**config.mk**
```make
export PLATFORM = sky130hd
export DESIGN_NAME = regfile_wb_arbiter
export DESIGN_NICKNAME = d
export VERILOG_FILES = /design/src/rtl/regfile_wb_arbiter.sv
export SDC_FILE = /design/constraint.sdc
export NUM_CORES = 1
export LEC_CHECK = 0
export BUFFER_PORTS_ARGS = -buffer_cell sky130_fd_sc_hd__buf_2
export CAP_MARGIN = 20
export CELL_PAD_IN_SITES_DETAIL_PLACEMENT = 0
export CELL_PAD_IN_SITES_GLOBAL_PLACEMENT = 1
export CORE_MARGIN = 8
export CORE_UTILIZATION = 31
export DETAILED_ROUTE_END_ITERATION = 10
export GPL_TIMING_DRIVEN = 0
export PLACE_DENSITY_LB_ADDON = 0.1
export SLEW_MARGIN = 10
export SYNTH_ARGS = -nofsm -noshare
export SYNTH_HDL_FRONTEND = slang
export SYNTH_SLANG_ARGS = --single-unit
```
**constraint.sdc**
```tcl
create_clock -name clk -period 2.8 [get_ports clk]
set_clock_uncertainty 0.15 [all_clocks]
set_input_delay 0.14 -clock clk [delete_from_list [all_inputs] [get_ports clk]]
set_output_delay 0.14 -clock clk [all_outputs]
set_load 0.005 [all_outputs]
```
**src/rtl/regfile_wb_arbiter.sv**
```systemverilog
// Register-file write-port arbiter: pipeline writeback always wins, multdiv and
// exception writers are round-robined, and starvation raises a writeback stall.
module regfile_wb_arbiter #(
    parameter int STARVE_LIMIT = 4,
    parameter int CNT_W        = 3
) (
    input  logic        clk,
    input  logic        ctrl_reset,
    input  logic        wb_valid,
    input  logic [4:0]  wb_reg,
    input  logic [31:0] wb_data,
    input  logic        md_valid,
    output logic        md_ready,
    input  logic [4:0]  md_reg,
    input  logic [31:0] md_data,
    input  logic        ex_valid,
    output logic        ex_ready,
    input  logic [4:0]  ex_reg,
    input  logic [31:0] ex_data,
    output logic        stall_req,
    output logic        ctrl_writeEnable,
    output logic [4:0]  ctrl_writeReg,
    output logic [31:0] data_writeReg,
    output logic        wb_violation
);

    localparam logic ST_RUN   = 1'b0;
    localparam logic ST_STALL = 1'b1;
    localparam logic RR_MD    = 1'b0;
    localparam logic RR_EX    = 1'b1;
    localparam logic [CNT_W-1:0] LIMIT = CNT_W'(STARVE_LIMIT);

    logic             state, state_nxt;
    logic             rr_ptr;
    logic [CNT_W-1:0] md_cnt, ex_cnt, md_cnt_nxt, ex_cnt_nxt;
    logic             md_grant, ex_grant, md_xfer, ex_xfer;
    logic             any_starved;
    logic             sel_en;
    logic [4:0]       sel_reg;
    logic [31:0]      sel_data;

    always_comb begin
        md_grant = 1'b0;
        ex_grant = 1'b0;
        if (!ctrl_reset && !wb_valid) begin
            if (md_valid && !ex_valid)       md_grant = 1'b1;
            else if (ex_valid && !md_valid)  ex_grant = 1'b1;
            else if (md_valid && ex_valid) begin
                if (rr_ptr == RR_MD) md_grant = 1'b1;
                else                 ex_grant = 1'b1;
            end
        end
    end

    assign md_ready = md_grant;
    assign ex_ready = ex_grant;
    assign md_xfer  = md_valid && md_grant;
    assign ex_xfer  = ex_valid && ex_grant;

    // Counters clear on transfer or withdrawn request, otherwise saturate at LIMIT.
    always_comb begin
        md_cnt_nxt = '0;
        ex_cnt_nxt = '0;
        if (md_valid && !md_xfer)
            md_cnt_nxt = (md_cnt == LIMIT) ? md_cnt : md_cnt + 1'b1;
        if (ex_valid && !ex_xfer)
            ex_cnt_nxt = (ex_cnt == LIMIT) ? ex_cnt : ex_cnt + 1'b1;
        any_starved = (md_cnt_nxt == LIMIT) || (ex_cnt_nxt == LIMIT);
    end

    always_comb begin
        state_nxt = state;
        case (state)
            ST_RUN:   if (any_starved)  state_nxt = ST_STALL;
            ST_STALL: if (!any_starved) state_nxt = ST_RUN;
            default:  state_nxt = ST_RUN;
        endcase
    end

    always_comb begin
        sel_en   = 1'b0;
        sel_reg  = ctrl_writeReg;
        sel_data = data_writeReg;
        if (wb_valid) begin
            sel_en   = 1'b1;
            sel_reg  = wb_reg;
            sel_data = wb_data;
        end else if (md_xfer) begin
            sel_en   = 1'b1;
            sel_reg  = md_reg;
            sel_data = md_data;
        end else if (ex_xfer) begin
            sel_en   = 1'b1;
            sel_reg  = ex_reg;
            sel_data = ex_data;
        end
    end

    always_ff @(posedge clk) begin
        if (ctrl_reset) begin
            ctrl_writeEnable <= 1'b0;
            ctrl_writeReg    <= '0;
            data_writeReg    <= '0;
            wb_violation     <= 1'b0;
            md_cnt           <= '0;
            ex_cnt           <= '0;
            rr_ptr           <= RR_MD;
            state            <= ST_RUN;
        end else begin
            ctrl_writeEnable <= sel_en && (sel_reg != 5'd0);
            ctrl_writeReg    <= sel_reg;
            data_writeReg    <= sel_data;
            md_cnt           <= md_cnt_nxt;
            ex_cnt           <= ex_cnt_nxt;
            state            <= state_nxt;
            if (state == ST_STALL && wb_valid) wb_violation <= 1'b1;
            if (md_xfer)      rr_ptr <= RR_EX;
            else if (ex_xfer) rr_ptr <= RR_MD;
        end
    end

    assign stall_req = (state == ST_STALL);

endmodule

```
# ---- Word level (Yosys, flattened, before mapping)
# Cells that the tools add are included.
dict set report word_totals {
  out_inout_bits 42
  regBits 47
  word_cells 60
  in_bits 116
}
dict set report classes {
  add_sub_neg 2
  mux 26
  n_eq_ne 4
  n_reduce_logical 20
}
# op n
set op_table {}
lappend op_table {{two-way mux 32 bit} 3}
lappend op_table {{two-way mux 1 bit} 16}
lappend op_table {{two-way mux 5 bit} 3}
lappend op_table {{== test 3 bit (second input constant)} 4}
lappend op_table {{two-way mux 3 bit} 4}
lappend op_table {{logical AND 1 bit} 10}
lappend op_table {{adder 3 x 1 -> 3 bit (second input constant)} 2}
lappend op_table {{logical NOT 1 bit} 6}
lappend op_table {{nonzero test 5 bit} 1}
lappend op_table {{nonzero test 3 bit} 1}
lappend op_table {{nonzero test 2 bit} 1}
lappend op_table {{logical OR 1 bit} 1}

# ---- Logic depth before layout (Yosys ltp)
dict set report depth {
  depth_word 12
  mapped_depth 8
  mapped_depth_nobuf 7
}

# ---- Least setup slack after synthesis
# Ideal clock, no wire load.
dict set report synth_path {
  path_type {reg-to-reg}
  startpoint {reg rr_ptr}
  endpoint {reg data_writeReg[0]}
  n_path_buf 3
  path_slack_ns 0.953
  path_stages_with_launch 9
  arrival_time_ns 1.580
  setup_ns 0.117
  required_time_ns 2.533
  path_cell_list {dfxtp_1 -> a21bo_2 -> or3_1 -> clkbuf_1 -> buf_6 -> buf_6 -> mux2i_1 -> o21ai_0 -> a22o_1}
}
dict set report synth_via {
  elab_chain_cells 8
  elab_cells_between_ends 15
  cone_classes {12 x mux; 3 x reduce/logical}
}
# item line
set synth_lines {}
lappend synth_lines {{from (decl)} 34} ;# logic rr_ptr;
lappend synth_lines {{from (signal assigned)} 107} ;# rr_ptr <= RR_MD;
lappend synth_lines {{from (signal assigned)} 117} ;# if (md_xfer) rr_ptr <= RR_EX;
lappend synth_lines {{from (signal assigned)} 118} ;# else if (ex_xfer) rr_ptr <= RR_MD;
lappend synth_lines {{two-way mux 1 bit} 49} ;# if (rr_ptr == RR_MD) md_grant = 1'b1;
lappend synth_lines {{two-way mux 1 bit} 48} ;# else if (md_valid && ex_valid) begin
lappend synth_lines {{two-way mux 1 bit} 47} ;# else if (ex_valid && !md_valid) ex_grant = 1'b1;
lappend synth_lines {{two-way mux 1 bit} 46} ;# if (md_valid && !ex_valid) md_grant = 1'b1;
lappend synth_lines {{two-way mux 1 bit} 45} ;# if (!ctrl_reset && !wb_valid) begin
lappend synth_lines {{logical AND 1 bit} 57} ;# assign md_xfer = md_valid && md_grant;
lappend synth_lines {{two-way mux 32 bit} 88} ;# end else if (md_xfer) begin
lappend synth_lines {{two-way mux 32 bit} 84} ;# if (wb_valid) begin
lappend synth_lines {{to (signal assigned)} 112} ;# data_writeReg <= sel_data;
lappend synth_lines {{to (decl)} 23} ;# output logic [31:0] data_writeReg,
# Several ways; a longest one is shown, not always the timed one.
# A chain may end at the register's enable or synchronous reset.

# ---- Worst setup path after layout
dict set report layout_path {
  startpoint {reg rr_ptr}
  endpoint {out md_ready}
}
dict set report layout_via {
  elab_chain_cells 5
}
# item line
set layout_lines {}
lappend layout_lines {{two-way mux 1 bit} 49}
lappend layout_lines {{two-way mux 1 bit} 48}
lappend layout_lines {{two-way mux 1 bit} 47}
lappend layout_lines {{two-way mux 1 bit} 46}
lappend layout_lines {{two-way mux 1 bit} 45}
lappend layout_lines {{to (decl)} 13} ;# output logic md_ready,
# No other way between the ends.

==> impl_metrics.env <==
export IMPL_synth_top_cell_area_share_pct=39.33
export IMPL_drcViolationCount=0
export IMPL_wirelength_um=8566
export IMPL_synth_area_per_cell_um2=8.699
export IMPL_synth_top_family_by_area="compound AO/OA/AOI/OAI gates"
export IMPL_core_area_um2=7607
export IMPL_maxCapViolations=0
export IMPL_num_io_pins=158
export IMPL_layout_commonest_cell="buf_2"
export IMPL_route_met3_wl_um=752
export IMPL_ys_types=31
export IMPL_dp_cells=533
export IMPL_dr_pass1_iters=4
export IMPL_synthesis_area_um2=2392
export IMPL_fin_total_pwr_mw=1.598
export IMPL_post_route_min_period_ns=2.065
export IMPL_r2r_end="data_writeReg[7]$_SDFFE_PP0P_"
export IMPL_critical_path_arrival_ns=1.77
export IMPL_hold_path_depth=4
export IMPL_reg2reg_from="rr_ptr$_SDFFE_PP0P_"
export IMPL_worstMarginPinSlew_ns=0.5367
export IMPL_wl_met2_um=3928
export IMPL_die_h_um=103.8
export IMPL_cp_start_kind="flop"
export IMPL_grt_pass1_wl_um=14160
export IMPL_endpoint_kind="primary output"
export IMPL_fp_row_count=32
export IMPL_hp_start="wb_data[5]"
export IMPL_initial_core_util_pct=31.45
export IMPL_vias_per_cell=4.682
export IMPL_numPortBuffers=156
export IMPL_root_buffer="clkbuf_8"
export IMPL_yosysTopAreaCell="dfxtp_1"
export IMPL_routedWlPerCell_um=15.46
export IMPL_crit_fanout=10
export IMPL_routabilityCongestion=0.7046
export IMPL_antenna_cells=0
export IMPL_antenna_found_initial=0
export IMPL_rsz0062_at_grt="no"
export IMPL_fin_crit_sh_pct=73.75
export IMPL_fmax_ghz=0.4843
export IMPL_synthCells=275
export IMPL_synth_simple_area_share_pct=12.24
export IMPL_drive_above_1_share_pct=38.05
export IMPL_grt_max_degree=15
export IMPL_outcome="finished, final reports clean"
export IMPL_dr_max_layer_used="met4"
export IMPL_first_iter_violations=61
export IMPL_ys_ff_latch=47
export IMPL_async_flop_share_pct=0
export IMPL_cts_htree_levels=2
export IMPL_grt_pass1_vias=2890
export IMPL_numCtsBuffers=5
export IMPL_drt_met1_wl_um=3807
export IMPL_crit_type="flop to primary output"
export IMPL_grt_overflow_total=0
export IMPL_final_nets=571
export IMPL_synth_xor_area_share_pct=0.3661
export IMPL_clk_latency_ns=0.30
export IMPL_leakagePower_nw=1.931
export IMPL_fin_cells=554
export IMPL_clockBufferDepth=2
export IMPL_dieArea_um2=10780
export IMPL_area_growth_pct=48.12
export IMPL_holdPathEnd="data_writeReg[5]$_SDFFE_PP0P_"
export IMPL_grtUsageTotal_pct=15.79
export IMPL_drtAntennaViolNets=0
export IMPL_die_w_um=103.8
export IMPL_yosysSeqAreaShare_pct=39.33
export IMPL_powerDensity_nw_per_um2=451.0
export IMPL_post_cts_resized=0
export IMPL_synth_nets=395
export IMPL_synth_top_cells_by_area="dfxtp_1, mux2i_1, a22o_1"
export IMPL_cts_sinks=47
export IMPL_synth_edf_count=0
export IMPL_slew_violations=0
export IMPL_layout_common_cells="buf_2, dfxtp_1, nand2_1, mux2i_1, a22o_1"
export IMPL_hold_violations=0
export IMPL_clkTransAtPathRegs_ns=0.09
export IMPL_synth_compound_area_share_pct=25.73
export IMPL_ys_warn_count=0
export IMPL_ff2ff_path_depth=8
export IMPL_crit_required_ns=2.51
export IMPL_cts_tree="yes"
export IMPL_fillers=809
export IMPL_holdWs_ns=0.004415
export IMPL_slew_headroom_pct=64.09
export IMPL_setup_tns_ns=0
export IMPL_num_vias=2594
export IMPL_dpl_hpwl_um=6664
export IMPL_yosys_area_share_adder_pct=2.092
export IMPL_post_synth_mux_area_share_pct=14.23
export IMPL_synth_ff_type="dfxtp_1"
export IMPL_setup_viol=0
export IMPL_hold_class="input port to flop"
export IMPL_vdd_drop_max_mv=0.2469
export IMPL_ff2ff_setup_slack_ns=0.76
[state kept, by name (all words and copies together) (netlist names)]
register	flops
ex_cnt	3
ctrl_writeEnable	1
stall_req	1
md_cnt	3
rr_ptr	1
wb_violation	1
ctrl_writeReg	5
data_writeReg	32
[worst max-delay path by stage]
stage	endpoint	depth (start not counted)	start
6_report	md_ready	7	rr_ptr$_SDFFE_PP0P_
5_1_grt	md_ready	7	rr_ptr$_SDFFE_PP0P_
4_1_cts	md_ready	7	rr_ptr$_SDFFE_PP0P_
3_5_place_dp	data_writeReg[6]$_SDFFE_PP0P_	5	wb_valid
3_3_place_gp	data_writeReg[3]$_SDFFE_PP0P_	5	wb_valid
2_1_floorplan	data_writeReg[0]$_SDFFE_PP0P_	8	rr_ptr$_SDFFE_PP0P_
[routing by layer]
| metal | global-route usage [%] | up-vias |
|---|---|---|
| met1 | 17.95 | 1150 |
| met2 | 26.99 | 100 |
| met5 | 0 | - |
| met4 | 3.723 | 0 |
| li1 | - | 1338 |
| met3 | 6.320 | 6 |
[worst max-delay path, cell delays in order (launching register included)]
cell and delay (ns):
dfxtp_1 0.36, a21bo_2 0.23, or3_1 0.30, clkbuf_1 0.12, buf_6 0.16, buf_6 0.16, inv_1 0.05, buf_2 0.10
[report_power, final]
| part | internal [mW] | total (mW) | switching [mW] |
|---|---|---|---|
| clock | 0.289 | 0.531 | 0.242 |
| sequential | 0.713 | 0.736 | 0.0230 |
| combinational | 0.178 | 0.331 | 0.153 |
[synth_stat cells, types with 3 or more instances]
cell type and number:
dfxtp_1 47, nand2_1 41, mux2i_1 34, a22o_1 32
o21ai_0 31, clkbuf_1 18, nor2_1 17, inv_1 10
a21oi_1 7, o221ai_1 5, ha_1 4, a211o_1 3
buf_6 3
[cell families (layout without fill, tap and decap cells)]
group,after synthesis,after routing
flip-flops,47,47
multiplexers,34,34
buffers and inverters,32,209
AND/OR/NAND/NOR,70,70
XOR/XNOR,1,1
adder cells (fa/ha/maj),4,4
AO/OA/AOI/OAI,87,87
[stage by stage]
step / setup slack [ns] / area (µm²) / utilization, %
floorplan: 0.9528 / 2392 / -
global route: 0.6092 / 3543 / 46.58
finish: 0.7351 / 3543 / 46.58
CTS: 0.7123 / 3538 / 46.51
global placement: 0.4910 / 3301 / 43.39
detailed placement: 0.4518 / 3301 / 43.39
[timing repair]
action                    CTS  global route
hold buffers               12             0
setup buffers               0             0
hold endpoints to repair   12             0
[cell type report]
cell class	instances	area, µm²	area share (%)
multi-input cells	196	1308	36.90
flip-flops and latches	47	940.9	26.55
repair buffers	169	905.9	25.56
well taps	102	127.6	3.602
plain buffers	22	106.4	3.001
clock buffers	6	82.58	2.331
inverters	10	37.54	1.059
clock inverters	2	35.03	0.9887
No activity file was read; power rests on OpenSTA's default activity.
